**src/rtl/updown_mod_counter_pkg.sv**
```systemverilog
// Shared constants and helpers for the up/down modulo counter and its prescaler.
// Imported by updown_mod_counter and counter_prescaler.
package updown_mod_counter_pkg;

  localparam logic DIR_UP   = 1'b1;
  localparam logic DIR_DOWN = 1'b0;

  localparam int MODE_WRAP = 0;
  localparam int MODE_SAT  = 1;

  // A prescale of 1 still needs a one-bit phase register to stay well formed.
  function automatic int prescWidth(input int prescale);
    int w;
    w = $clog2(prescale);
    return (w < 1) ? 1 : w;
  endfunction

endpackage

```
**src/rtl/counter_prescaler.sv**
```systemverilog
// Step-enable prescaler: emits one tick per PRESCALE enabled cycles.
// restart forces the phase back to 0 regardless of en.
module counter_prescaler
  import updown_mod_counter_pkg::*;
#(
  parameter int PRESCALE = 1
) (
  input  logic clk,
  input  logic rst,
  input  logic en,
  input  logic restart,
  output logic tick
);

  localparam int PW = prescWidth(PRESCALE);
  localparam logic [PW-1:0] LAST_PHASE = PW'(PRESCALE - 1);

  logic [PW-1:0] phase_q;
  logic [PW-1:0] phase_d;

  // The phase freezes while en is low, so a gap simply stretches the step period.
  assign tick = en && (phase_q == LAST_PHASE);

  always_comb begin
    phase_d = phase_q;
    if (restart) begin
      phase_d = '0;
    end else if (en) begin
      phase_d = tick ? '0 : phase_q + PW'(1);
    end
  end

  always_ff @(posedge clk or posedge rst) begin
    if (rst) begin
      phase_q <= '0;
    end else begin
      phase_q <= phase_d;
    end
  end

endmodule

```
**src/rtl/updown_mod_counter.sv**
```systemverilog
// Parametrised up/down modulo counter with clear, clamped load, prescaled steps,
// wrap/saturate boundaries, terminal-count pulse and sticky overflow.
// Optional snapshot port pair enabled by UPDOWN_MOD_COUNTER_SNAPSHOT_EN.
module updown_mod_counter
  import updown_mod_counter_pkg::*;
#(
  parameter int               WIDTH    = 8,
  parameter logic [WIDTH-1:0] MAX      = {WIDTH{1'b1}},
  parameter int               PRESCALE = 1,
  parameter int               SATURATE = MODE_WRAP
) (
  input  logic             clk,
  input  logic             rst,
  input  logic             en,
  input  logic             up,
  input  logic             clr,
  input  logic             load,
  input  logic [WIDTH-1:0] load_val,
  input  logic             ovf_clr,
  output logic [WIDTH-1:0] cnt,
  output logic             tc,
  output logic             ovf
`ifdef UPDOWN_MOD_COUNTER_SNAPSHOT_EN
  ,
  input  logic             snap,
  output logic [WIDTH-1:0] snap_val
`endif
);

  logic [WIDTH-1:0] cnt_q, cnt_d;
  logic             tc_q, tc_d;
  logic             ovf_q, ovf_d;

  logic restart;
  logic tick;
  logic step;
  logic atTop;
  logic atBottom;
  logic boundary;

  assign restart  = clr | load;
  assign step     = tick & ~restart;
  assign atTop    = (cnt_q == MAX);
  assign atBottom = (cnt_q == '0);
  assign boundary = step & ((up == DIR_UP) ? atTop : atBottom);

  counter_prescaler #(
    .PRESCALE(PRESCALE)
  ) u_prescaler (
    .clk    (clk),
    .rst    (rst),
    .en     (en),
    .restart(restart),
    .tick   (tick)
  );

  // Boundary steps either wrap or hold; the overflow set overrides a same-edge ovf_clr.
  always_comb begin
    cnt_d = cnt_q;
    tc_d  = 1'b0;
    ovf_d = ovf_q;
    if (ovf_clr) begin
      ovf_d = 1'b0;
    end
    if (clr) begin
      cnt_d = '0;
    end else if (load) begin
      cnt_d = (load_val > MAX) ? MAX : load_val;
    end else if (step) begin
      if (up == DIR_UP) begin
        if (!atTop) begin
          cnt_d = cnt_q + WIDTH'(1);
        end else if (SATURATE == MODE_WRAP) begin
          cnt_d = '0;
        end
      end else begin
        if (!atBottom) begin
          cnt_d = cnt_q - WIDTH'(1);
        end else if (SATURATE == MODE_WRAP) begin
          cnt_d = MAX;
        end
      end
    end
    if (boundary) begin
      tc_d  = 1'b1;
      ovf_d = 1'b1;
    end
  end

  always_ff @(posedge clk or posedge rst) begin
    if (rst) begin
      cnt_q <= '0;
      tc_q  <= 1'b0;
      ovf_q <= 1'b0;
    end else begin
      cnt_q <= cnt_d;
      tc_q  <= tc_d;
      ovf_q <= ovf_d;
    end
  end

  assign cnt = cnt_q;
  assign tc  = tc_q;
  assign ovf = ovf_q;

`ifdef UPDOWN_MOD_COUNTER_SNAPSHOT_EN
  logic [WIDTH-1:0] snap_q;

  // Captures the pre-update count, independent of clr/load on the same edge.
  always_ff @(posedge clk or posedge rst) begin
    if (rst) begin
      snap_q <= '0;
    end else if (snap) begin
      snap_q <= cnt_q;
    end
  end

  assign snap_val = snap_q;
`endif

endmodule

```
**config.mk**
```make
export PLATFORM = sky130hd
export DESIGN_NAME = updown_mod_counter
export DESIGN_NICKNAME = d
export VERILOG_FILES = /design/src/rtl/updown_mod_counter_pkg.sv /design/src/rtl/counter_prescaler.sv /design/src/rtl/updown_mod_counter.sv
export SDC_FILE = /design/constraint.sdc
export NUM_CORES = 1
export LEC_CHECK = 0
export BUFFER_PORTS_ARGS = -buffer_cell sky130_fd_sc_hd__buf_4
export CORE_MARGIN = 4
export CORE_UTILIZATION = 40
export DETAILED_ROUTE_END_ITERATION = 12
export GPL_TIMING_DRIVEN = 0
export PLACE_DENSITY = 0.67
export SYNTH_ARGS = -nofsm -noshare
export SYNTH_HDL_FRONTEND = slang
export SYNTH_SLANG_ARGS = --single-unit
export TNS_END_PERCENT = 1
```
**constraint.sdc**
```tcl
create_clock -name clk -period 3 [get_ports clk]
set_input_delay 0.6 -clock clk [delete_from_list [all_inputs] [get_ports clk]]
set_output_delay 0.6 -clock clk [all_outputs]
set_load 0.02 [all_outputs]
```
# After elaboration in Yosys (flattened, before gate mapping)
# Cells that the tools add are included.
[word_totals]
ff_bits = 11
[classes]
bitwise = 5
n_lt_le_gt_ge = 1
n_addsub = 3
n_mux = 14
n_eq_ne = 1
reduce_logical = 5
[op_table]
columns = ["operator", "count"]
rows = [
  ["8-bit two-way mux", 7],
  ["8-bit by 1-bit adder with 8-bit output, second input constant", 1],
  ["8-bit == test, second input constant", 1],
  ["8-bit greater-than comparator, second input constant", 1],
  ["8-bit logical NOT", 1],
  ["8-bit by 1-bit subtractor with 8-bit output, second input constant", 1],
  ["1-bit two-way mux", 7],
  ["2-bit nonzero test", 2],
  ["3-bit nonzero test", 1],
  ["1-bit bitwise AND", 2],
  ["1-bit inverter", 2],
  ["1-bit adder, second input constant", 1],
  ["1-bit logical AND", 1],
  ["1-bit OR", 1],
]

# Longest topological paths before layout
# Gate-level depths: netlist of the first run.
[logic_depth]
ltp_word = 6
mapped_depth = 7

# By module
# From an unflattened synthesis of the first run, not the netlist that was laid out.
[hier_totals]
hier_cells = 126
area_unflattened_um2 = 1074.8
[modules_own_cells]
columns = ["mod", "cells_per_inst", "area_per_inst_um2", "n_inst"]
rows = [
  ["updown_mod_counter", 122, 1024.7, 1],
  ["counter_prescaler", 4, 50.0, 1],
]

# Worst setup path after synthesis of the first run
# No wires, ideal clock.
[synth_timing]
path_type = "flip-flop to flip-flop"
start = "reg cnt_q[4], in the netlist cnt[4]"
end = "reg cnt_q[0], in the netlist cnt[0]"
t_required_ns = 2.897
setup_ns = 0.103
path_slack_ns = 0.739
synth_period_minus_slack_ns = 2.261
path_stages_with_launch = 7
t_arrival_ns = 2.157
cell_sequence = "dfrtp_1 buf_6 or4_4 or4b_4 a21oi_2 nor3_1 o41ai_2"
[synth_via]
elab_chain_cells = 6
word_cells_on_any_way = 8
cone_classes = "eq/ne: 1; mux: 6; reduce/logical: 1"
[synth_rtl]
columns = ["item", "line_no", "source"]
rows = [
  ["start: declaration", "updown_mod_counter.sv:30", "logic [WIDTH-1:0] cnt_q, cnt_d;"],
  ["start signal: assignment", "updown_mod_counter.sv:96", "cnt_q <= cnt_d;"],
  ["8-bit == test or 8-bit logical NOT (tied branches)", "updown_mod_counter.sv:43, updown_mod_counter.sv:44", ""],
  ["8-bit two-way mux (on tied branches)", "updown_mod_counter.sv:71, updown_mod_counter.sv:77", ""],
  ["8-bit two-way mux (*)", "updown_mod_counter.sv:70", "if (up == DIR_UP) begin"],
  ["8-bit two-way mux (*)", "updown_mod_counter.sv:69", "end else if (step) begin"],
  ["8-bit two-way mux (*)", "updown_mod_counter.sv:67", "end else if (load) begin"],
  ["8-bit two-way mux (*)", "updown_mod_counter.sv:65", "if (clr) begin"],
]
# Every way passes the cells marked *; elsewhere a longest branch is shown, timed or not. The select of a mux whose other input is x is not followed.
# A chain may end at the register's enable or synchronous reset.

# Worst setup path after layout of the first run
[layout_timing]
start = "reg cnt_q[4], in the netlist cnt[4]"
end = "reg cnt_q[4], in the netlist cnt[4]"
[layout_via]
elab_chain_cells = 6
word_cells_on_any_way = 10
cone_classes = "add/sub: 2; eq/ne: 1; mux: 6; reduce/logical: 1"
[layout_rtl]
columns = ["item", "line_no", "source"]
rows = [
  ["8-bit by 1-bit subtractor with 8-bit output (tied with other cells)", "updown_mod_counter.sv:78", "cnt_d = cnt_q - WIDTH'(1);"],
  ["8-bit two-way mux (on tied branches)", "updown_mod_counter.sv:77, updown_mod_counter.sv:71", ""],
  ["8-bit two-way mux (*)", "updown_mod_counter.sv:70", ""],
  ["8-bit two-way mux (*)", "updown_mod_counter.sv:69", ""],
  ["8-bit two-way mux (*)", "updown_mod_counter.sv:67", ""],
  ["8-bit two-way mux (*)", "updown_mod_counter.sv:65", ""],
]
# Marked as above.

==> results of run 1 <==
==> registers in the layout, summed over array words and instances, names as in the netlist <==
| register | flops |
|---|---|
| cnt | 8 |
| ovf | 1 |
| tc | 1 |
| u_prescaler.phase_q | 1 |
==> through the flow <==
stage / util, % / instances / setup WS, ps / cell area, um2 / hold WS [ps]
after floorplan: - / 124 / 739.1 / 948.4 / 452.4
after global placement: 52.10 / 176 / 782.7 / 1164 / 527.4
after detailed placement: 52.10 / 176 / 731.1 / 1164 / 542.0
after CTS: 53.28 / 180 / 714.7 / 1190 / 338.5
after global routing: 53.28 / 180 / 615.0 / 1190 / 373.4
final: 53.28 / 180 / 705.1 / 1190 / 316.8
==> layout make-up <==
type | count | area [um2] | area share [%]
inverter | 7 | 26.28 | 2.208
clock buffer | 4 | 26.28 | 2.208
multi-input combinational | 98 | 598.1 | 50.26
buffer | 8 | 48.80 | 4.101
tap | 28 | 35.03 | 2.944
timing repair buffer | 24 | 180.2 | 15.14
sequential | 11 | 275.3 | 23.13
==> power by group <==
group,switching (mW),internal (mW)
sequential,0.0163,0.158
clock,0.0564,0.0515
combinational,0.0890,0.0723
total,0.162,0.281
==> logic make-up after synthesis <==
| kind of cell | synth area share, % |
|---|---|
| AOI/OAI and AO/OA | 25.99 |
| and+or+nand+nor | 28.50 |
| adders and majority gates | 3.958 |
| buffers and inverters | 7.915 |
| xor gates and xnor gates | 4.618 |
| DFF | 29.02 |
==> layout by cell type, fill, tap and decap left out, types with 5 or more instances in the layout <==
cell type / instances
inv_1: 7
nor2_1: 14
nor3_1: 5
o21ai_0: 6
a21oi_1: 13
nand3_1: 5
buf_4: 24
dfrtp_1: 11
clkbuf_1: 6
nand2_1: 15
==> path summary, 6_finish.rpt <==
kind / end / startpoint / cells past startpoint
setup / recovery: cnt[4] / cnt[4] / 6
hold / removal: u_prescaler.phase_q / rst / 2
setup reg to reg: cnt[4] / cnt[4] / 6
hold reg to reg: ovf / ovf / 2
max in group asynchronous: cnt[6] / rst / 2
min in group clk: u_prescaler.phase_q / en / 2
==> critical path: cells and delay by family, from the launching register on <==
| kind | cells | cell delay, ps |
|---|---|---|
| compound gates | 2 | 280 |
| flops | 1 | 410 |
| buf+inv | 1 | 150 |
| simple gates | 3 | 1360 |
==> per-layer routing <==
metal	vias to the layer above	wire, um
li1	506	-
met1	484	1117
met2	50	1280
met3	6	215
met4	0	47
met5	-	0
==> results.txt, run 1 <==
1st-iter DRT viols: 24
Root Driver: clkbuf_4
top post-synthesis cells by area: dfrtp_1 (29%), a21oi_1 (6.9%), nand2_1 (5.9%)
# rows: 17
setup TNS: 0 ps
routing usage on met1: 24.58%
Post-CTS Resized: 0
Cell variety after synth: 38
CP required: 3190 ps
Yosys warning count: 0
HP Class: input port to async pin
Pleak: 0.5138 nW
Syn Nets: 142
Post-layout nets: 171
worst-skew pair later-pin latency: 280 ps
largest net degree at the start of global routing: 12
Crit Path Class: flop to flop
Tmin final: 2295 ps
postcts setup bufs: 0
WL/cell: 14.78 um
Netlist Area Pre-Place: 948.4 um2
busiest layer in global routing: met2
Chip Height: 56.70 um
IO Pins: 25
Final HPWL DP: 1990 um
top_reg_cell synth: dfrtp_1
Port Buf Inserts: 24
R2R Setup Slk: 710 ps
Area Overhead vs Synth: 25.46%
worst endpoint data arrival time: 2480 ps
met2 Use GR: 27.39%
post-synth top area share: 29.02%
initial antenna violation count: 0
asr flop ratio synth: 100.0%
max incr delay on CP: 570 ps
period utilisation layout: 76.50%
slowest cell on the critical path: or4_4
Design Power: 443.2 uW
Post-DRT Antenna Nets: 0
Overall Global Routing Usage: 17.98%
grt met3 use: 3.218%
total gr overflow: 0
Slew headroom: 64.90%
Syn Inst Count: 124
CTS tree: built
status: complete, no violations
H-tree depth: 1
Via density: 5.811
Clock Skew: 10.11 ps
DRT Wirelength: 2660 um
most frequent cell after synthesis: nand2_1
register area share after synthesis: 29.02%
Fill cells: 225
Pwr Density: 372.5 nW/um2
GP Congestion: 0.9380
Max Root-Sink Buffers: 2
dominant cell type by area after synthesis: dfrtp_1
clk sinks: 11
hold_buf cts: 0
max-slew violation count: 0
Clock transition at path regs: 80 ps
DR DRC count: 0
crit path max fanout: 7
Via Count: 1046
achievable clock frequency: 435.8 MHz
Core Area: 2233 um2
RSZ-0062 raised after global routing: false
worst-path cell chain: buf_6 -> or4_4 -> or4b_4 -> or2b_1 -> o21ai_0 -> a21oi_1
Syn Area/Cell: 7.648 um2
final hold vios: 0
Post-synth EDFFs: 0
die area: 3214 um2
first-pass GRT wire length: 4533 um
fraction of layout instances using a drive strength above 1: 23.03%
Initial Utilization: 42.47%
number of buffers created by CTS: 3
number of setup violations in the final report: 0
crit start category: flop
CP Capture Type: flop
Peak VDD IR: 0.0002650 V
#FFs+latches synth: 11
max-cap violation count: 0
die width: 56.70 um
vias in the first global route: 950
Post-synth top cells: nand2_1 (15), nor2_1 (14), a21oi_1 (13), dfrtp_1 (11), inv_1 (7)
Pre-Repair DR Iteration Count: 4
ANT cells: 0
worst slew pin tran: 522.5 ps
No activity file was read; power rests on OpenSTA's default activity.
==> run 2, diff against run 1 <==
- clock period: 3 -> 2.22 ns (I/O delays scaled with it)
==> results.txt, run 2 (synthesis gave the netlist of run 1 again) <==
Fill cells: 219 (-2.7%)
Pleak: 0.5140 nW (about the same)
Overall Global Routing Usage: 17.57% (-0.41 points)
first-pass GRT wire length: 4512 um (-0.46%)
Core Area: 2233 um2 (unchanged)
critical path startpoint: cnt[3]
reg2reg end: cnt[0]
Peak VDD IR: 0.0002733 V (+3.1%)
status: complete, no violations
CP Capture Point: cnt[0]
Post-DRT Antenna Nets: 0 (unchanged)
Chip Height: 56.70 um (unchanged)
Slew headroom: 64.98% (+0.082 points)
total gr overflow: 0 (unchanged)
die area: 3214 um2 (unchanged)
Clock transition at path regs: 80 ps (about the same)
worst-path cell chain: or4_4 -> or4b_4 -> a21oi_2 -> nor3_1 -> o41ai_2
Clock Skew: 5.049 ps (-5.065 ps)
worst-skew pair later-pin latency: 270 ps (about the same)
Initial Utilization: 42.47% (unchanged)
Crit Path Class: flop to flop
slowest cell on the critical path: or4b_4
1st-iter DRT viols: 29 (+21%)
hold_buf cts: 0 (unchanged)
clk sinks: 11 (unchanged)
number of flip-flops in the largest register: 8 (unchanged)
number of setup violations in the final report: 0 (unchanged)
worst endpoint data arrival time: 2310 ps (-170 ps)
fraction of layout instances using a drive strength above 1: 25.66% (+2.6 points)
DR DRC count: 0 (unchanged)
max-cap violation count: 0 (unchanged)
number of buffers created by CTS: 3 (unchanged)
max incr delay on CP: 560 ps (about the same)
R2R Path Start: cnt[3]
WL/cell: 15.18 um (+2.7%)
CP Capture Type: flop
smallest hold slack: 168.9 ps (-147.9 ps)
R2R Setup Slk: 80 ps (-630 ps)
Max Root-Sink Buffers: 2 (unchanged)
CTS tree: built
Via density: 5.872 (+1.1%)
Area Overhead vs Synth: 26.12%
cell class contributing the biggest share of worst-path delay: simple AND/OR/NAND/NOR gates
Post-layout nets: 171 (unchanged)
most frequent cells in the layout: buf_4 (26), nand2_1 (15), nor2_1 (14)
Via Count: 1057 (+1.1%)
cell count along the critical path: 5 (-1)
GP Congestion: 0.9386 (about the same)
CP required: 2390 ps (-800 ps)
DRT Wirelength: 2732 um (+2.7%)
HP Class: input port to async pin
Tmin final: 2141 ps (-154.4 ps)
final hold vios: 0 (unchanged)
IO Pins: 25 (unchanged)
commonest non-fill, non-tap cell in the layout: buf_4
H-tree depth: 1 (unchanged)
period utilisation layout: 96.42% (+20 points)
crit start category: flop
Design Power: 606.2 uW (+37%)
Root Driver: clkbuf_4
die width: 56.70 um (unchanged)
worst slew pin tran: 521.2 ps (-1.228 ps)
worst r2r path cells: 5 (-1)
vias in the first global route: 969 (+2.0%)
initial antenna violation count: 0 (unchanged)
max-slew violation count: 0 (unchanged)
Worst Path Buf+Inv: 0 (-1)
achievable clock frequency: 467.2 MHz (+7.2%)
Pre-Repair DR Iteration Count: 4 (unchanged)
Final HPWL DP: 1985 um (-0.21%)
crit path max fanout: 10 (+3)
largest net degree at the start of global routing: 12 (unchanged)
Pwr Density: 506.8 nW/um2 (+36%)
# rows: 17 (unchanged)
ANT cells: 0 (unchanged)
Port Buf Inserts: 24 (unchanged)
[run 2: cell count changes in the layout (fill, tap and decap cells not counted), sizes merged]
cell	change
buf	+1
clkbuf	-1
[run 2: layout make-up]
cell class | instances | area (um2) | share of cell area (%)
flip-flops and latches | 11 | 277.8 | 23.22
clock buffers | 4 | 26.28 | 2.197
inverters | 7 | 26.28 | 2.197
repair buffers | 26 | 195.2 | 16.32
multi-input cells | 98 | 601.8 | 50.31
plain buffers | 6 | 33.78 | 2.824
well taps | 28 | 35.03 | 2.929
[run 2: worst min path at each step]
stage               start     end
floorplan             rst  cnt[0]
global placement      rst      tc
detailed placement    rst      tc
CTS                   rst  cnt[3]
global route          rst  cnt[0]
finish                rst  cnt[3]
[run 2: worst register-to-register path, stage by stage, from the launching register on]
cell	delay [ps]
dfrtp_1	500
or4_4	480
or4b_4	560
a21oi_2	150
nor3_1	60
o41ai_2	290
[run 2: power breakdown]
part           internal, mW  switching (mW)
Sequential            0.213          0.0260
Combinational         0.102           0.120
Clock                0.0695          0.0751
[run 2: repair_timing]
item	in CTS	in global routing
gates resized for setup	0	2
pin swaps	4	1
setup buffers	1	1
setup endpoints to repair	4	4
[run 2: routing by layer]
layer	track usage [%]	share of wire [%]	vias to the layer above
met2	27.72	48	43
met1	23.33	44	498
met3	2.989	6.0	11
met4	7.458	2.0	0
met5	0	0	-
li1	-	-	505
[run 2: stage by stage]
step	setup WS, ps	setup TNS, ps	instances	util [%]	area, um2
after floorplan	15.40	0	124	-	949.7
after global placement	23.43	0	176	52.16	1165
after detailed placement	-31.94	-75.81	176	52.16	1165
after CTS	0.1348	0	179	53.00	1184
after global routing	-0.2094	-0.2094	180	53.56	1196
final	79.49	0	180	53.56	1196
==> run 3, diff against run 2 <==
- SETUP_SLACK_MARGIN: unset -> 0.15
==> results.txt, run 3 (synthesis gave the netlist of run 1 again) <==
max-cap violation count: 0 (unchanged)
Via density: 5.894 (+0.38%)
number of setup violations in the final report: 0 (unchanged)
Max Root-Sink Buffers: 2 (unchanged)
Via Count: 1061 (+0.38%)
design area: 1207 um2 (+0.94%)
Fill cells: 227 (+3.7%)
placed cell count: 176 (unchanged)
critical path startpoint: cnt[4]
crit start category: flop
CP Capture Type: flop
DRT Wirelength: 2709 um (-0.84%)
Area Overhead vs Synth: 27.31%
Tmin final: 2146 ps (+5.469 ps)
worst slew pin tran: 533.2 ps (+12.00 ps)
die width: 56.70 um (unchanged)
setup TNS: 0 ps (unchanged)
Clock transition at path regs: 80 ps (about the same)
Slew headroom: 64.18% (-0.81 points)
hold_buf cts: 0 (unchanged)
fraction of layout instances using a drive strength above 1: 26.97% (+1.3 points)
M1 wire length: 1195 um (+0.25%)
Final HPWL DP: 1920 um (-3.3%)
DR DRC count: 0 (unchanged)
worst endpoint data arrival time: 2330 ps (+20 ps)
number of flip-flops in the largest register: 8 (unchanged)
Overall Global Routing Usage: 17.61% (+0.047 points)
ANT cells: 0 (unchanged)
max incr delay on CP: 520 ps (-40 ps)
GP Congestion: 0.9581 (+2.1%)
Chip Height: 56.70 um (unchanged)
1st-iter DRT viols: 53 (+83%)
HP Class: input port to async pin
Post-layout nets: 171 (unchanged)
worst-skew pair later-pin latency: 280 ps (about the same)
H-tree depth: 1 (unchanged)
highest routed layer: met4
Worst Path Buf+Inv: 1 (+1)
final hold vios: 0 (unchanged)
WL/cell: 15.05 um (-0.84%)
post-place setup slack: 81.77 ps (+113.7 ps)
commonest non-fill, non-tap cell in the layout: buf_4
initial antenna violation count: 0 (unchanged)
RSZ-0062 raised after global routing: true
first-pass GRT wire length: 4498 um (-0.31%)
Clock Skew: 1.693 ps (-3.356 ps)
Crit Path Class: flop to flop
# rows: 17 (unchanged)
Pleak: 0.5210 nW (+1.4%)
Pre-Repair DR Iteration Count: 4 (unchanged)
R2R Path Start: cnt[4]
die area: 3214 um2 (unchanged)
Pwr Density: 506.2 nW/um2 (-0.12%)
slowest cell on the critical path: or4_4
max-slew violation count: 0 (unchanged)
worst-path cell chain: buf_6 -> or4_4 -> or4b_4 -> or2b_4 -> nor3_2 -> nor4_1
Post-DRT Antenna Nets: 0 (unchanged)
clk sinks: 11 (unchanged)
Final Non-Filler Cells: 180 (unchanged)
Initial Utilization: 42.47% (unchanged)
area of placed instances: 1171 um2 (+0.54%)
most frequent cells in the layout: buf_4 (24), nand2_1 (15), nor2_1 (14)
Final WS setup: 74.02 ps (-5.469 ps)
Port Buf Inserts: 24 (unchanged)
cell class contributing the biggest share of worst-path delay: simple AND/OR/NAND/NOR gates
Design Power: 611.2 uW (+0.82%)
Core Area: 2233 um2 (unchanged)
period utilisation layout: 96.67% (+0.25 points)
total gr overflow: 0 (unchanged)
Root Driver: clkbuf_4
crit path max fanout: 7 (-3)
WL met3: 156 um (-5.5%)
WL met2: 1263 um (-4.2%)
IO Pins: 25 (unchanged)
Peak VDD IR: 0.0003188 V (+17%)
achievable clock frequency: 466.0 MHz (-0.25%)
CTS tree: built
largest net degree at the start of global routing: 12 (unchanged)
status: complete, no violations
CP required: 2410 ps (+20 ps)
number of buffers created by CTS: 3 (unchanged)
vias in the first global route: 953 (-1.7%)
[run 3: timing repair]
| item | in CTS | in global routing |
|---|---|---|
| pin swaps | 0 | 2 |
| endpoints found under the setup margin | 5 | 6 |
| gates resized for setup | 0 | 5 |
| setup buffers | 0 | 0 |
[run 3: power by group]
part           internal (mW)  leakage, nW  switching [mW]  total (mW)
combinational          0.101        0.361           0.125       0.226
sequential             0.213        0.145          0.0199       0.233
clock                 0.0698       0.0150          0.0824       0.152
[run 3: layout make-up]
class,instances,area [um2],area share (%)
inverters,7,26.28,2.176
plain buffers,8,51.30,4.249
flip-flops and latches,11,276.5,22.90
clock buffers,4,26.28,2.176
repair buffers,24,180.2,14.92
multi-input cells,98,611.8,50.67
well taps,28,35.03,2.902
[run 3: through the flow]
stage / hold WS [ps] / util [%]
finish: 164.4 / 54.06
global route: 209.8 / 54.06
CTS: 183.2 / 53.61
detailed placement: 488.8 / 52.44
global placement: 479.1 / 52.44
floorplan: 296.4 / -
[run 3: worst paths after layout]
path | end | slack [ps] | depth (start not counted)
min in group clk | u_prescaler.phase_q | 320 | 2
max in group asynchronous | cnt[4] | 1720 | 2
worst min-delay path | cnt[5] | 160 | 2
worst min register to register | ovf | 550 | 2
worst max register to register | cnt[5] | 70 | 6
worst max-delay path | cnt[5] | 70 | 6
[run 3: worst register-to-register path: stages, from the launching register on]
cell	delay (ps)
dfrtp_2	410
buf_6	140
or4_4	520
or4b_4	520
or2b_4	250
nor3_2	40
nor4_1	170
[run 3: metal layers]
layer  global-route usage [%]  vias to the layer above
li1                         -                      501
met1                    24.31                      504
met2                    26.24                       45
met3                    2.529                       11
met4                    9.153                        0
met5                        0                        -
